## src/rtl/button_events.sv

```systemverilog
// Multi-channel push-button front end: synchronise, debounce, and emit one-cycle
// press / release / auto-repeat pulses per channel. Channels share only clock and reset.
module button_events #(
    parameter int N_CH            = 4,
    parameter int ACTIVE_LOW      = 1,
    parameter int DEBOUNCE_CYCLES = 250000,
    parameter int REPEAT_DELAY    = 12500000,
    parameter int REPEAT_PERIOD   = 2500000
) (
    input  logic            clk25,
    input  logic            reset,
    input  logic [N_CH-1:0] button_in,
    output logic [N_CH-1:0] level,
    output logic [N_CH-1:0] press,
    output logic [N_CH-1:0] release_pulse,
    output logic [N_CH-1:0] repeat_pulse
);

    localparam int CW   = (DEBOUNCE_CYCLES < 1) ? 1 : $clog2(DEBOUNCE_CYCLES + 1);
    localparam int RMAX = (REPEAT_DELAY > REPEAT_PERIOD) ? REPEAT_DELAY : REPEAT_PERIOD;
    localparam int RW   = (RMAX < 1) ? 1 : $clog2(RMAX + 1);

    localparam logic [N_CH-1:0] RAW_IDLE = (ACTIVE_LOW != 0) ? {N_CH{1'b1}} : {N_CH{1'b0}};
    localparam logic [CW-1:0]   DB_LAST  = CW'(DEBOUNCE_CYCLES - 1);
    localparam logic [CW-1:0]   DB_ONE   = CW'(1);
    localparam logic [RW-1:0]   RD_LAST  = RW'(REPEAT_DELAY - 1);
    localparam logic [RW-1:0]   RP_LAST  = RW'(REPEAT_PERIOD - 1);
    localparam logic [RW-1:0]   R_ONE    = RW'(1);
    localparam logic            RPT_EN   = (REPEAT_DELAY > 0) ? 1'b1 : 1'b0;

    logic [N_CH-1:0] sync1_q, sync1_d;
    logic [N_CH-1:0] sync2_q, sync2_d;
    logic [N_CH-1:0] level_q, level_d;
    logic [N_CH-1:0] press_q, press_d;
    logic [N_CH-1:0] release_q, release_d;
    logic [N_CH-1:0] repeat_q, repeat_d;
    logic [N_CH-1:0] first_q, first_d;
    logic [CW-1:0]   cnt_q  [N_CH];
    logic [CW-1:0]   cnt_d  [N_CH];
    logic [RW-1:0]   rcnt_q [N_CH];
    logic [RW-1:0]   rcnt_d [N_CH];
    logic [N_CH-1:0] pressed_s;

    // Next-state logic for synchroniser, debounce counter and auto-repeat per channel
    always_comb begin
        sync1_d   = button_in;
        sync2_d   = sync1_q;
        pressed_s = sync2_q ^ RAW_IDLE;
        level_d   = level_q;
        press_d   = {N_CH{1'b0}};
        release_d = {N_CH{1'b0}};
        repeat_d  = {N_CH{1'b0}};
        first_d   = first_q;
        cnt_d     = cnt_q;
        rcnt_d    = rcnt_q;
        for (int i = 0; i < N_CH; i++) begin
            if (pressed_s[i] == level_q[i]) begin
                cnt_d[i] = {CW{1'b0}};
            end else if (cnt_q[i] == DB_LAST) begin
                cnt_d[i]     = {CW{1'b0}};
                level_d[i]   = pressed_s[i];
                press_d[i]   = pressed_s[i];
                release_d[i] = ~pressed_s[i];
            end else begin
                cnt_d[i] = cnt_q[i] + DB_ONE;
            end

            // A release accepted on this edge wins over a repeat that would fire
            if (press_d[i]) begin
                rcnt_d[i]  = {RW{1'b0}};
                first_d[i] = 1'b1;
            end else if (!RPT_EN || !level_q[i]) begin
                rcnt_d[i] = {RW{1'b0}};
            end else if ((first_q[i] && (rcnt_q[i] == RD_LAST)) ||
                         (!first_q[i] && (rcnt_q[i] == RP_LAST))) begin
                rcnt_d[i]   = {RW{1'b0}};
                first_d[i]  = 1'b0;
                repeat_d[i] = ~release_d[i];
            end else begin
                rcnt_d[i] = rcnt_q[i] + R_ONE;
            end
        end
    end

    // State and output registers, asynchronously returned to the released state
    always_ff @(posedge clk25 or posedge reset) begin
        if (reset) begin
            sync1_q   <= RAW_IDLE;
            sync2_q   <= RAW_IDLE;
            level_q   <= {N_CH{1'b0}};
            press_q   <= {N_CH{1'b0}};
            release_q <= {N_CH{1'b0}};
            repeat_q  <= {N_CH{1'b0}};
            first_q   <= {N_CH{1'b0}};
            for (int i = 0; i < N_CH; i++) begin
                cnt_q[i]  <= {CW{1'b0}};
                rcnt_q[i] <= {RW{1'b0}};
            end
        end else begin
            sync1_q   <= sync1_d;
            sync2_q   <= sync2_d;
            level_q   <= level_d;
            press_q   <= press_d;
            release_q <= release_d;
            repeat_q  <= repeat_d;
            first_q   <= first_d;
            for (int i = 0; i < N_CH; i++) begin
                cnt_q[i]  <= cnt_d[i];
                rcnt_q[i] <= rcnt_d[i];
            end
        end
    end

    assign level         = level_q;
    assign press         = press_q;
    assign release_pulse = release_q;
    assign repeat_pulse  = repeat_q;

endmodule

```

## config.mk

```make
export PLATFORM = sky130hd
export DESIGN_NAME = button_events
export DESIGN_NICKNAME = d
export VERILOG_FILES = /design/src/rtl/button_events.sv
export SDC_FILE = /design/constraint.sdc
export NUM_CORES = 1
export LEC_CHECK = 0
export CAP_MARGIN = 20
export CORE_MARGIN = 1.5
export CORE_UTILIZATION = 55
export DETAILED_ROUTE_END_ITERATION = 8
export GPL_ROUTABILITY_DRIVEN = 0
export MAX_ROUTING_LAYER = met4
export PLACE_DENSITY = 0.72
export SETUP_SLACK_MARGIN = 0.05
export SYNTH_ARGS = -nofsm -noshare
export SYNTH_HDL_FRONTEND = slang
export SYNTH_SLANG_ARGS = --single-unit
```

## constraint.sdc

```tcl
create_clock -name clk25 -period 13.5 [get_ports clk25]
set_input_delay 2.7 -clock clk25 [delete_from_list [all_inputs] [get_ports clk25]]
set_output_delay 2.7 -clock clk25 [all_outputs]
set_load 0.01 [all_outputs]
```

# == Yosys cells after proc, flatten, opt, wreduce, memory -nomap -nowiden ==
# Index checks and enable logic that the tools add are counted.
# totals
output_inout_bits,16
regBits,196
rom_bits,0
memories,0
wordCells,150
latchBits,0
ram_bits,0
inputBits,6
# classes
addsub,8
n_eq_ne,16
n_mul,0
shifts,0
n_reduce_logical,32
order_cmp,0
mux,60
div,0
n_bitwise,13
# ops
operator,count
two-way mux 24 bit,12
two-way mux 18 bit,8
adder 24 x 1 -> 24 bit (second input constant),4
== test 24 x 22 -> 1 bit (second input constant),4
== test 24 bit (second input constant),4
adder 18 x 1 -> 18 bit (second input constant),4
== test 18 bit (second input constant),4
two-way mux 1 bit,40
AND reduction 2 bit,8
nonzero test 2 bit,8
NOT 1 bit,12
logical AND 1 bit,8
== test 1 bit,4
zero test 1 bit,4
logical OR 1 bit,4
NOT 4 bit,1

# == Depth between registers and ports, before layout ==
# depth
ltp_word,8
ltp_mapped,7
mapped_depth_nobuf,5

# == Worst setup path after synthesis ==
# OpenSTA, ideal clock, no wires.
# synth_timing
path_kind,flip-flop to output port
from,register level_q[2] (netlist: level[2])
to,output port level[2]
t_arrival_ns,0.444
path_stages_with_launch,1
required_time_ns,10.800
path_slack_ns,10.356
n_path_buf,0
path_cell_list,dfrtp_1
# synth_lines
element,line_no,source
"start, declared",33,"logic [N_CH-1:0] level_q, level_d;"
"start signal, assigned",90,level_q <= {N_CH{1'b0}};
"start signal, assigned",102,level_q <= level_d;
"end, declared",13,"output logic [N_CH-1:0] level,"
# No word-level cell between the ends.

# == Worst setup path after layout ==
# layout_timing
from,register level_q[2] (netlist: level[2])
to,output port level[2]
# No word-level cell between the ends.

==> results.py <==
metrics = {
    "floorplanning": {
        "die_x_um": 136,
        "pin_count": 22,
        "die_y_um": 136,
        "core_area_um2": 17300,
        "fp.dieArea_um2": 18500,
        "start_util_pct": 56.1,
        "rows": 48,
    },
    "worst_setup_path": {
        "critPathCaptureType": "output port",
        "critPathMaxStageDelay_ns": 0.60,
        "worstSetupStartpointType": "register",
        "cp.depth": 1,
        "crit_buf_inv": 1,
        "crit_path_cell_trace": "clkdlybuf4s50_1",
        "crit_fanout": 7,
        "cpLargestDelayFamily": "buffers and inverters",
        "cp-endpoint": "level[2]",
        "critPathKind": "reg2out",
        "worstPathRequired_ns": 10.80,
        "cp_slowest_cell": "clkdlybuf4s50_1",
        "critPathLaunch": "level[2]$_DFFE_PP0P_",
        "r2r_slack_ns": 11.02,
        "worstPathArrival_ns": 1.49,
        "reg2reg_depth": 4,
        "r2r-end": "cnt_q[43]$_DFF_PP0_",
        "r2r-start": "cnt_q[40]$_DFF_PP0_",
    },
    "timing": {
        "finalSetupTns_ns": 0,
        "slew_headroom_pct": 44.0,
        "min_period_over_period_pct": 31.0,
        "drv_slew": 0,
        "tightest_slew_ns": 0.839,
        "holdWs_ns": 0.356,
        "finalHoldViolCount": 0,
        "fin_crit_ns": 4.19,
        "fmax_mhz": 239,
        "fin_worst_skew_ns": 0.00778,
        "setup_viol_count_final": 0,
        "rsz0062_at_grt": "no",
    },
    "cts": {
        "tritoncts": "built",
        "cts_root_buf": "clkbuf_16",
        "cts_hold_buf": 0,
        "cts.sinks": 196,
        "clockBufferDepth": 2,
        "numCtsBuffers": 17,
        "clk_latency_ns": 0.44,
        "cts-resized-gates": 0,
        "path_clk_slew_ns": 0.07,
        "cts_max_level": 4,
        "post-cts-setup-buffer-count": 0,
    },
    "power_and_ir_drop": {
        "ir_drop_uv": 119,
        "leakagePower_nw": 4.02,
        "power_density_nw_per_um2": 107,
    },
    "global_route": {
        "overflow": 0,
        "grt_pass1_vias": 7184,
        "track_usage_pct": 23.0,
        "grt_pass1_wl_um": 33500,
        "antenna_found_initial": 0,
        "grt_max_degree": 114,
    },
    "place": {
        "port_buffers": 21,
        "place_inst": 1197,
        "dpl.hpwl_um": 11800,
    },
    "logic_synthesis": {
        "synthesis.area_um2": 9710,
        "synth_edf_count": 0,
        "syn_inst": 981,
        "ys_warn_count": 0,
        "ys_seq_area_share_pct": 50.6,
        "yosys.cell_types.count": 46,
        "async_flop_share_pct": 100,
        "synthFlopType": "dfrtp_1",
        "syn_area_per_cell_um2": 9.89,
        "synth_seq_cells": 196,
        "synthesis.nets": 995,
    },
    "route": {
        "via_count": 7417,
        "first_pass_iters": 5,
        "via_per_inst": 6.03,
        "wl_per_cell_um": 15.3,
        "ant_nets": 0,
        "drt-initial-drc-count": 503,
        "wl_um": 18800,
        "remaining_drc_errors": 0,
    },
    "status": {
        "status": "finished clean",
    },
    "finish": {
        "final_common_cell": "dfrtp_1",
        "nets": 1006,
        "fin_cells": 1230,
        "area.sequential_um2": 4910,
        "num_antenna_cells": 0,
        "area_growth_pct": 11.3,
        "mostFrequentLayoutCells": "dfrtp_1 (188), nor2_1 (85), nand3_1 (67)",
        "multiInputGateArea_um2": 4580,
        "n_fill_cell": 1439,
        "layout-drive-gt1-share_pct": 6.37,
    },
    "job": {
        "cap_viol_max_count": 0,
    },
    "hold_path": {
        "hold_class": "reg2reg",
    },
}
==> worst reg2reg max path, cell delays in order, from the launching register on <==
cell,delay [ns]
dfrtp_1,0.48
or4b_2,0.66
nor4_1,0.48
a21o_1,0.58
nor2_1,0.13
==> state kept, by name, indices dropped and copies added, names as in the netlist <==
signal	count
rcnt_q	96
cnt_q	72
first_q	4
level	4
press	4
release_pulse	4
repeat_pulse	4
sync1_q	4
sync2_q	4
==> cells by family (layout without fill, tap and decap cells) <==
family / after synthesis / after routing / share of synthesized area [%]
mux: 3 / 3 / 0.309
simple gates: 489 / 489 / 28.0
buf+inv: 60 / 84 / 2.41
compound gates: 124 / 124 / 8.52
flops: 196 / 196 / 50.6
fa+ha+maj: 8 / 8 / 1.03
xor+xnor: 101 / 101 / 9.11
==> layout make-up <==
type                    instances  area share (%)
well taps                     225            2.61
flip-flops and latches        196            45.5
repair buffers                 30            2.86
clock inverters                14            1.85
multi-input cells             725            42.4
inverters                      22           0.834
clock buffers                  18            3.97
==> per-layer routing <==
layer / share of wire, % / global-route usage, %
met1: 50 / 31.0
met5: 0 / -
met3: 2.8 / 4.81
met4: 1.2 / 6.50
met2: 46 / 35.5
==> cell usage after synthesis (3+ instances only) <==
library cell | number | area, µm²
nor3_1 | 62 | 310
mux2i_1 | 3 | 30.0
and4_1 | 16 | 140
a21oi_1 | 15 | 75.1
dfrtp_1 | 188 | 4700
xor2_1 | 47 | 412
ha_1 | 8 | 100
nand2_1 | 53 | 199
nor2_1 | 85 | 319
or3_2 | 3 | 22.5
inv_1 | 18 | 67.6
or4_1 | 32 | 240
o31ai_1 | 27 | 203
a211oi_1 | 41 | 308
nor4_1 | 24 | 150
nand4_1 | 48 | 300
a32oi_1 | 3 | 26.3
or2_2 | 3 | 18.8
xnor2_1 | 54 | 473
dfstp_2 | 8 | 210
nor4b_1 | 10 | 87.6
buf_2 | 4 | 20.0
or3_1 | 27 | 169
clkbuf_1 | 31 | 116
nor3b_1 | 6 | 45.0
and2_1 | 11 | 68.8
o21ai_0 | 31 | 155
nand3_1 | 67 | 335
nand2b_1 | 3 | 18.8
and3_1 | 24 | 150
nor4bb_1 | 5 | 50.1
clkinv_1 | 4 | 15.0
==> worst min path at each step <==
| stage | from | to | depth (start not counted) |
|---|---|---|---|
| after floorplan | sync1_q[0]$_DFF_PP1_ | sync2_q[0]$_DFF_PP1_ | 0 |
| after global placement | sync1_q[2]$_DFF_PP1_ | sync2_q[2]$_DFF_PP1_ | 0 |
| after detailed placement | sync1_q[0]$_DFF_PP1_ | sync2_q[0]$_DFF_PP1_ | 0 |
| after CTS | sync1_q[0]$_DFF_PP1_ | sync2_q[0]$_DFF_PP1_ | 0 |
| after global routing | sync1_q[1]$_DFF_PP1_ | sync2_q[1]$_DFF_PP1_ | 0 |
| final | sync1_q[1]$_DFF_PP1_ | sync2_q[1]$_DFF_PP1_ | 0 |
==> metrics by stage <==
stage | worst slack [ns] | utilization [%] | power (mW) | cell area, µm²
after floorplan | 5.47 | - | 0.623 | 9710
after global placement | 8.57 | 58.5 | 0.630 | 10100
after detailed placement | 8.56 | 58.7 | 0.631 | 10100
after CTS | 9.03 | 62.3 | 1.17 | 10800
after global routing | 9.16 | 62.5 | 1.20 | 10800
final | 9.31 | 62.5 | 1.16 | 10800
==> where the power goes <==
| group | total (mW) | switching [mW] | internal (mW) |
|---|---|---|---|
| combinational | 0.0239 | 0.0175 | 0.00634 |
| clock | 0.541 | 0.229 | 0.312 |
| sequential | 0.596 | 0.00381 | 0.592 |
No activity file was read; power rests on OpenSTA's default activity.
